$ cat config.mk
export PLATFORM = sky130hd
export DESIGN_NAME = move_ctrl
export DESIGN_NICKNAME = d
export VERILOG_FILES = /design/src/rtl/tangram_pkg.sv /design/src/rtl/btn_debounce.sv /design/src/rtl/move_ctrl.sv
export SDC_FILE = /design/constraint.sdc
export NUM_CORES = 1
export LEC_CHECK = 0
export BUFFER_PORTS_ARGS = -buffer_cell sky130_fd_sc_hd__buf_2
export CAP_MARGIN = 20
export CORE_UTILIZATION = 50
export CTS_BUF_LIST = sky130_fd_sc_hd__clkbuf_2 sky130_fd_sc_hd__clkbuf_4 sky130_fd_sc_hd__clkbuf_8
export DETAILED_ROUTE_END_ITERATION = 10
export PLACE_DENSITY = 0.64
export SETUP_SLACK_MARGIN = 0.2
export SLEW_MARGIN = 20
export SYNTH_ARGS = -nofsm -noshare
export SYNTH_HDL_FRONTEND = slang
export SYNTH_SLANG_ARGS = --single-unit
$ cat constraint.sdc
create_clock -name clk -period 5.3 [get_ports clk]
set_clock_uncertainty 0.2 [all_clocks]
set_input_delay 0.265 -clock clk [delete_from_list [all_inputs] [get_ports clk]]
set_output_delay 0.265 -clock clk [all_outputs]
set_load 0.005 [all_outputs]
$ cat src/rtl/tangram_pkg.sv
// Shared tangram definitions: direction indices, move FSM encoding,
// frame-counter width and small helpers.
package tangram_pkg;

  localparam int DIR_UP    = 0;
  localparam int DIR_DOWN  = 1;
  localparam int DIR_LEFT  = 2;
  localparam int DIR_RIGHT = 3;

  localparam int FCNT_W = 8;

  typedef enum logic [1:0] {
    IDLE   = 2'd0,
    ARMED  = 2'd1,
    HOLD   = 2'd2,
    REPEAT = 2'd3
  } move_state_t;

  typedef logic [FCNT_W-1:0] fcnt_t;

  function automatic fcnt_t fcnt_inc(input fcnt_t v);
    return (v == '1) ? v : v + 1'b1;
  endfunction

  // A chord or no button at all is not a direction.
  function automatic logic dir_valid(input logic [3:0] d);
    return $onehot(d);
  endfunction

endpackage

$ cat src/rtl/btn_debounce.sv
// One push-button: 2-flop synchronizer followed by a stability counter
// that copies the level out once it has held for DEB_CYCLES cycles.
module btn_debounce #(
  parameter int DEB_CYCLES = 400000
) (
  input  logic clk,
  input  logic reset,
  input  logic btn,
  output logic level
);

  localparam int CW = (DEB_CYCLES > 1) ? $clog2(DEB_CYCLES) : 1;
  localparam logic [CW-1:0] LAST = CW'(DEB_CYCLES - 1);

  logic          sync1;
  logic          sync2;
  logic [CW-1:0] cnt;

  // sync1 != sync2 flags a change about to enter the synchronized level.
  always_ff @(posedge clk) begin
    if (reset) begin
      sync1 <= 1'b0;
      sync2 <= 1'b0;
      cnt   <= '0;
      level <= 1'b0;
    end else begin
      sync1 <= btn;
      sync2 <= sync1;
      if (sync1 != sync2) begin
        cnt <= '0;
      end else if (cnt == LAST) begin
        level <= sync2;
      end else begin
        cnt <= cnt + 1'b1;
      end
    end
  end

endmodule

$ cat src/rtl/move_ctrl.sv
// Debounced, frame-aligned move pulses with hold-to-repeat.
// MOVE_ACCEL_EN: halve the repeat interval after 8 repeat pulses.
module move_ctrl
  import tangram_pkg::*;
#(
  parameter int DEB_CYCLES          = 400000,
  parameter int REPEAT_DELAY_FRAMES = 30,
  parameter int REPEAT_RATE_FRAMES  = 4
) (
  input  logic       clk,
  input  logic       reset,
  input  logic       vsync,
  input  logic [3:0] move_btn,
  output logic [3:0] move_pulse,
  output logic [3:0] held
);

  localparam fcnt_t DELAY = fcnt_t'(REPEAT_DELAY_FRAMES);
  localparam fcnt_t RATE  = fcnt_t'(REPEAT_RATE_FRAMES);

`ifdef MOVE_ACCEL_EN
  localparam int    FAST_I = (REPEAT_RATE_FRAMES / 2 < 1) ?
                             1 : REPEAT_RATE_FRAMES / 2;
  localparam fcnt_t FAST   = fcnt_t'(FAST_I);
`endif

  for (genvar i = 0; i < 4; i++) begin : g_deb
    btn_debounce #(
      .DEB_CYCLES(DEB_CYCLES)
    ) u_deb (
      .clk  (clk),
      .reset(reset),
      .btn  (move_btn[i]),
      .level(held[i])
    );
  end

  logic vsync_q;
  logic frame_tick;

  always_ff @(posedge clk) begin
    if (reset) begin
      vsync_q    <= 1'b0;
      frame_tick <= 1'b0;
    end else begin
      vsync_q    <= vsync;
      frame_tick <= vsync_q & ~vsync;
    end
  end

  move_state_t state_q, state_n;
  logic [3:0]  dir_q, dir_n;
  fcnt_t       fcnt_q, fcnt_n;
  fcnt_t       fcnt_up;
  fcnt_t       interval;
  logic [3:0]  pulse_q, pulse_n;
  logic        dir_ok;

`ifdef MOVE_ACCEL_EN
  logic [3:0] rcnt_q, rcnt_n;
  logic       rpt_fire;
`endif

  assign dir_ok  = dir_valid(held);
  assign fcnt_up = fcnt_inc(fcnt_q);

`ifdef MOVE_ACCEL_EN
  assign interval = (rcnt_q >= 4'd8) ? FAST : RATE;
`else
  assign interval = RATE;
`endif

  always_comb begin
    state_n = state_q;
    dir_n   = dir_q;
    fcnt_n  = fcnt_q;
    pulse_n = '0;
`ifdef MOVE_ACCEL_EN
    rpt_fire = 1'b0;
`endif
    unique case (state_q)
      IDLE: begin
        if (dir_ok) begin
          dir_n   = held;
          fcnt_n  = '0;
          state_n = ARMED;
        end
      end
      default: begin
        // Invalid direction is checked first so release beats a tick.
        if (!dir_ok) begin
          dir_n   = '0;
          fcnt_n  = '0;
          state_n = IDLE;
        end else if (held != dir_q) begin
          dir_n   = held;
          fcnt_n  = '0;
          state_n = ARMED;
        end else if (frame_tick) begin
          unique case (state_q)
            ARMED: begin
              pulse_n = dir_q;
              fcnt_n  = '0;
              state_n = HOLD;
            end
            HOLD: begin
              if (fcnt_up >= DELAY) begin
                pulse_n = dir_q;
                fcnt_n  = '0;
                state_n = REPEAT;
              end else begin
                fcnt_n = fcnt_up;
              end
            end
            REPEAT: begin
              if (fcnt_up >= interval) begin
                pulse_n = dir_q;
                fcnt_n  = '0;
`ifdef MOVE_ACCEL_EN
                rpt_fire = 1'b1;
`endif
              end else begin
                fcnt_n = fcnt_up;
              end
            end
            default: ;
          endcase
        end
      end
    endcase
  end

  always_ff @(posedge clk) begin
    if (reset) begin
      state_q <= IDLE;
      dir_q   <= '0;
      fcnt_q  <= '0;
      pulse_q <= '0;
    end else begin
      state_q <= state_n;
      dir_q   <= dir_n;
      fcnt_q  <= fcnt_n;
      pulse_q <= pulse_n;
    end
  end

`ifdef MOVE_ACCEL_EN
  always_comb begin
    rcnt_n = rcnt_q;
    if (state_n != REPEAT) begin
      rcnt_n = '0;
    end else if (rpt_fire && rcnt_q != 4'd8) begin
      rcnt_n = rcnt_q + 1'b1;
    end
  end

  always_ff @(posedge clk) begin
    if (reset) begin
      rcnt_q <= '0;
    end else begin
      rcnt_q <= rcnt_n;
    end
  end
`endif

  assign move_pulse = pulse_q;

endmodule

**Word level (Yosys, flattened, before mapping)**

Index checks and enable logic that the tools add are counted.

- Input port bits: 7
- Register bits: 108
- Logic and storage cells: 96
- Output and inout port bits: 8

- Reduce and logical (&&, ||, !) cells: 13
- Equality and inequality tests: 20
- Order comparisons: 2
- Add/subtract/negate cells: 8
- Bitwise logic cells: 8
- Mux-type cells: 23

Operators with widths:

| kind | count |
|---|---|
| $add A19 B1 Y19 const B | 4 |
| $eq A19 B19 Y1 const B | 4 |
| $mux W8 | 8 |
| $mux W4 | 6 |
| $pmux W8 S3 | 1 |
| $mux W2 | 6 |
| $pmux W4 S3 | 1 |
| $reduce_and A2 Y1 | 5 |
| $add A8 B1 Y8 const B | 1 |
| $eq A8 B8 Y1 const B | 1 |
| $ge A8 B3 Y1 const B | 1 |
| $ge A8 B5 Y1 const B | 1 |
| $reduce_or A2 Y1 | 4 |
| $not A1 Y1 | 7 |
| $ne A6 B1 Y1 const B | 1 |
| $ne A5 B1 Y1 const B | 1 |
| $ne A5 B5 Y1 const B | 1 |
| $reduce_or A5 Y1 | 1 |
| $add A1 B1 Y2 | 2 |
| $eq A2 B2 Y1 const B | 2 |
| $ne A1 B1 Y1 | 4 |
| $ne A4 B2 Y1 const B | 1 |
| $ne A4 B4 Y1 | 1 |
| $pmux W2 S2 | 1 |
| other kinds (9) | 9 |

**Logic depth before layout (Yosys ltp)**

- Word-level depth: 9
- Mapped depth: 12
- Gate-level depth less buffers: 11

**Cells and area by module**

From an unflattened synthesis, not the netlist that was laid out.

- Cells, all modules: 582
- Area total of the unflattened synthesis: 5082.4 sq um

Modules (own cells, without submodules):

| module | area each (sq um) | times used | cells an instance | sequential area each (sq um) |
|---|---|---|---|---|
| btn_debounce | 967.2 | 4 | 111 | 440.4 |
| move_ctrl | 1213.7 | 1 | 138 | 400.4 |

**Worst setup path before layout**

No wires, ideal clock.

- Path type: reg-to-reg
- From: register g_deb[0].u_deb.level
- To: register fcnt_q[1]
- Period minus slack after synthesis: 2.961 ns
- Data required time: 5.039 ns
- Arrival time: 2.700 ns
- Library setup time: 0.061 ns
- Slack: 2.339 ns
- Buffers on the path: 1
- Cell stages (with the launch flop): 13
- Path through: dfxtp_1 > inv_1 > fa_1 > inv_1 > ha_1 > ha_1 > nor2_1 > and2_1 > clkbuf_1 > nand3_1 > nor3b_1 > and2_1 > a32o_1

- Longest elaborated chain between the ends: 5
- Elaborated cells on any way between the ends: 11
- Those cells by class: add/sub (2); eq/ne (5); mux (3); reduce/logical (1)

RTL lines:

| what | line | source |
|---|---|---|
| from (decl) | btn_debounce.sv:9 | `output logic level` |
| from (signal assigned) | btn_debounce.sv:32 | `level <= sync2;` |
| $add A1 B1 Y2 (not written as such) | tangram_pkg.sv:27 | `return $onehot(d);` |
| $add A2 B2 Y3 (not written as such) | tangram_pkg.sv:27 |  |
| $eq A3 B1 Y1 | tangram_pkg.sv:27 |  |
| $ne A6 B1 Y1 (no line), or another cell as far along | - |  |
| $reduce_and A3 Y1 (no line) / $mux W8 (equally long branches) | - |  |
| to (signal assigned) | move_ctrl.sv:142 | `fcnt_q <= fcnt_n;` |
| to (decl) | move_ctrl.sv:53 | `fcnt_t fcnt_q, fcnt_n;` |

Parallel ways exist; a longest one is shown, timed or not.
A chain may end at the register's enable or synchronous reset.

**Worst setup path in the final report**

Same ends and word-level chain as after synthesis.

==> results.md <==
* Status: complete, no violations
* R2R setup slack at 2060 ps
* Seq/Total Area, Yosys at 0.430
* Post-DP HPWL at 6.39 mm
* Setup CP Type: reg2reg
* Vias in the first global route at 3582
* Routed wire per std cell at 12.5 um
* Critical R2R Capture: fcnt_q[1]
* Hold EP: g_deb[2].u_deb.sync2
* Routed WL at 9.07 mm
* Area occupied by multi-input gates at 2720 um^2
* Synth async-reset ratio at 0
* Gpl congestion at 0.775
* Syn Inst Count at 577
* Post-synthesis register bit count at 108
* Routed vias at 3859
* Area of the die at 10500 um^2
* Worst Path Arrival at 3350 ps
* RSZ-0062 raised after global routing: false
* WHS Path Cells at 2
* CP max stage delay at 540 ps
* CP max-delay cell: fa_1
* Slew HR at 0.572
* Mapped cell area at 5030 um^2
* Core Box Area at 9770 um^2
* Die W at 102 um
* Sequential share of power at 0.633
* Fmax at 308 MHz
* Metal3 WL at 237 um
* IO Port Bufs at 14
* CTS Root Cell: clkbuf_8
* CTS Buffer Depth at 2
* Comb power frac at 0.033
* MaxCap Viol Count at 0
* Antenna diodes at 0
* Metal2 WL at 4.09 mm
* Die Span Y at 102 um
* Post-CTS Hold Fix Bufs at 5
* Hold wc startpoint: reset
* Unique cell type count in the Yosys netlist at 55
* Util after Layout at 0.551
* Crit path max fanout at 7
* Final setup fails at 0
* Top sig layer: met4
* Area leader, netlist: dfxtp_1
* Crit path capture type: flip-flop
* ANT nets after route at 0
* Total grt overflow at 0
* Lkg Pwr at 1.92 nW
* I/O pins at 15
* Setup TNS at 0 ps
* CP startpoint kind: flip-flop
* Hold WC Path Type: in2reg
* Yosys warns at 0
* Crit share post-route at 0.612
* Clk pin slew, worst setup/hold paths at 90 ps
* Worst VDD drop at 0.000135 V
* CTS Buf Count at 9
* Initial drt markers at 153
* Gr usage total at 0.190
* Syn_nets at 597
* Pint at 0.00102 W
* Hold_ws at 83.5 ps
* First drt pass iteration count at 4
* Initial antenna violation count at 0
* CTS tree: yes
* First-pass GRT wire length at 15.8 mm
* Area growth, synth to finish at 7.03%
* Wire length on met1 at 4.61 mm
* Clock power frac at 0.334
* Via density per instance at 5.31
* Max-slew violations at 0
* Least-Margin Pin Slew at 640 ps
* Hold violation count in the final report at 0
* Top cells by area, synth: dfxtp_1 (43%), xor2_1 (8.2%), nor2_1 (6.6%)
* Clock sinks at 108
* Largest net degree at the start of global routing at 22
* Tmin final at 3240 ps
* Post-cts resize count at 0
* CP Cell Sequence: inv_1 -> fa_1 -> inv_1 -> ha_1 -> ha_1 -> nor2_1 -> and2_1 -> nand3_1 -> nor3b_1 -> and2_1 -> a32o_1
* Worst flop-to-flop path startpoint: g_deb[0].u_deb.level
* Initial Util at 0.515
* Clock latency on the worst-skew pair at 360 ps
* CTS H-tree lvls at 3
* Cell area power density at 243 nW/um^2
* Number of synthesized flops with an enable pin at 0
* DRC viols at 0
* Share of layout cells above drive strength 1 at 0.0707
* Fill count at 914
* Switching power at 0.000293 W
* Floorplan row count at 36
* CP required at 5410 ps
* Reg area at 2160 um^2
* Post-route setup slack at 2060 ps
* Most used DFF post-synth: dfxtp_1
* Sw frac at 0.223
* Top-area cell type share of the netlist area at 0.430
* Final net count at 610
* Synth Area per Inst at 8.72 um^2
* Critical path startpoint: g_deb[0].u_deb.level
* Setup bufs post-CTS at 0
* Place WS at 2080 ps
* FF-to-FF path depth at 11
[power groups by stage]
stage                     registers (W)   logic, W  clock network, W
after global routing           0.000832  0.0000498          0.000492
after detailed placement       0.000849  0.0000408                 0
after CTS                      0.000830  0.0000437          0.000459
final                          0.000830  0.0000429          0.000438
after global placement         0.000848  0.0000393                 0
after floorplan                0.000847  0.0000310                 0
[stage by stage]
stage | instance area (um^2) | power [W] | cells
final | 5390 | 0.00131 | 727
after global routing | 5390 | 0.00137 | 727
after CTS | 5390 | 0.00133 | 727
after detailed placement | 5180 | 0.000890 | 707
after global placement | 5180 | 0.000888 | 707
after floorplan | 5030 | 0.000878 | 577
[routing by layer]
layer  global-route usage  vias up
met3               0.0424        8
li1                     -     2013
met4               0.0692        0
met1                0.254     1809
met5                    0        -
met2                0.300       29
[critical path, delay by kind of cell (launching register included)]
kind | cells | cell delay (ps)
AO/OA/AOI/OAI | 1 | 160
adder cells (fa/ha/maj) | 3 | 980
buffers and inverters | 2 | 140
flip-flops | 1 | 440
AND/OR/NAND/NOR | 5 | 1270
[cell type report]
class,count,share of cell area
multi-input combinational,436,0.504
clock buffer,12,0.0272
tap,133,0.0309
sequential,108,0.401
timing repair buffer,19,0.0223
inverter,16,0.0111
clock inverter,3,0.00279
[cells in the mapped netlist, drive strengths merged (10+ instances only)]
library cell / instances
a21oi: 19
and3: 10
and4: 12
dfxtp: 108
ha: 12
inv: 15
nand2: 55
nand3: 29
nand4: 21
nor2: 89
nor3: 13
o21ai: 20
xnor2: 21
xor2: 47
[kinds of logic (layout without fill, tap and decap cells)]
logic type,count (synthesis),in the layout,share of synthesized area
compound gates,61,61,0.0805
xor+xnor,68,68,0.118
fa+ha+maj,13,13,0.0338
buf+inv,33,50,0.0306
flops,108,108,0.430
mux,7,7,0.0142
simple gates,287,287,0.293
[cell usage in the layout, fill, tap and decap left out, types with 14 or more instances in the layout]
| cell | count |
|---|---|
| a21oi_1 | 19 |
| xor2_1 | 47 |
| inv_1 | 15 |
| nand2_1 | 55 |
| nor2_1 | 89 |
| nand3_1 | 29 |
| o21ai_0 | 19 |
| buf_2 | 14 |
| xnor2_1 | 21 |
| nand4_1 | 21 |
| dfxtp_1 | 108 |
[how the worst max path moves through the flow]
stage / endpoint / depth (start not counted)
2_1_floorplan: fcnt_q[1] / 12
3_3_place_gp: fcnt_q[3] / 11
3_5_place_dp: fcnt_q[3] / 11
4_1_cts: fcnt_q[3] / 11
5_1_grt: fcnt_q[3] / 11
6_report: fcnt_q[1] / 11
[registers in the layout, indices dropped and copies added (netlist names)]
signal,cells
dir_q,4
fcnt_q,8
frame_tick,1
g_deb.u_deb.cnt,76
g_deb.u_deb.level,4
g_deb.u_deb.sync1,4
g_deb.u_deb.sync2,4
move_pulse,4
state_q,2
vsync_q,1
(Power assumes the default switching activity.)
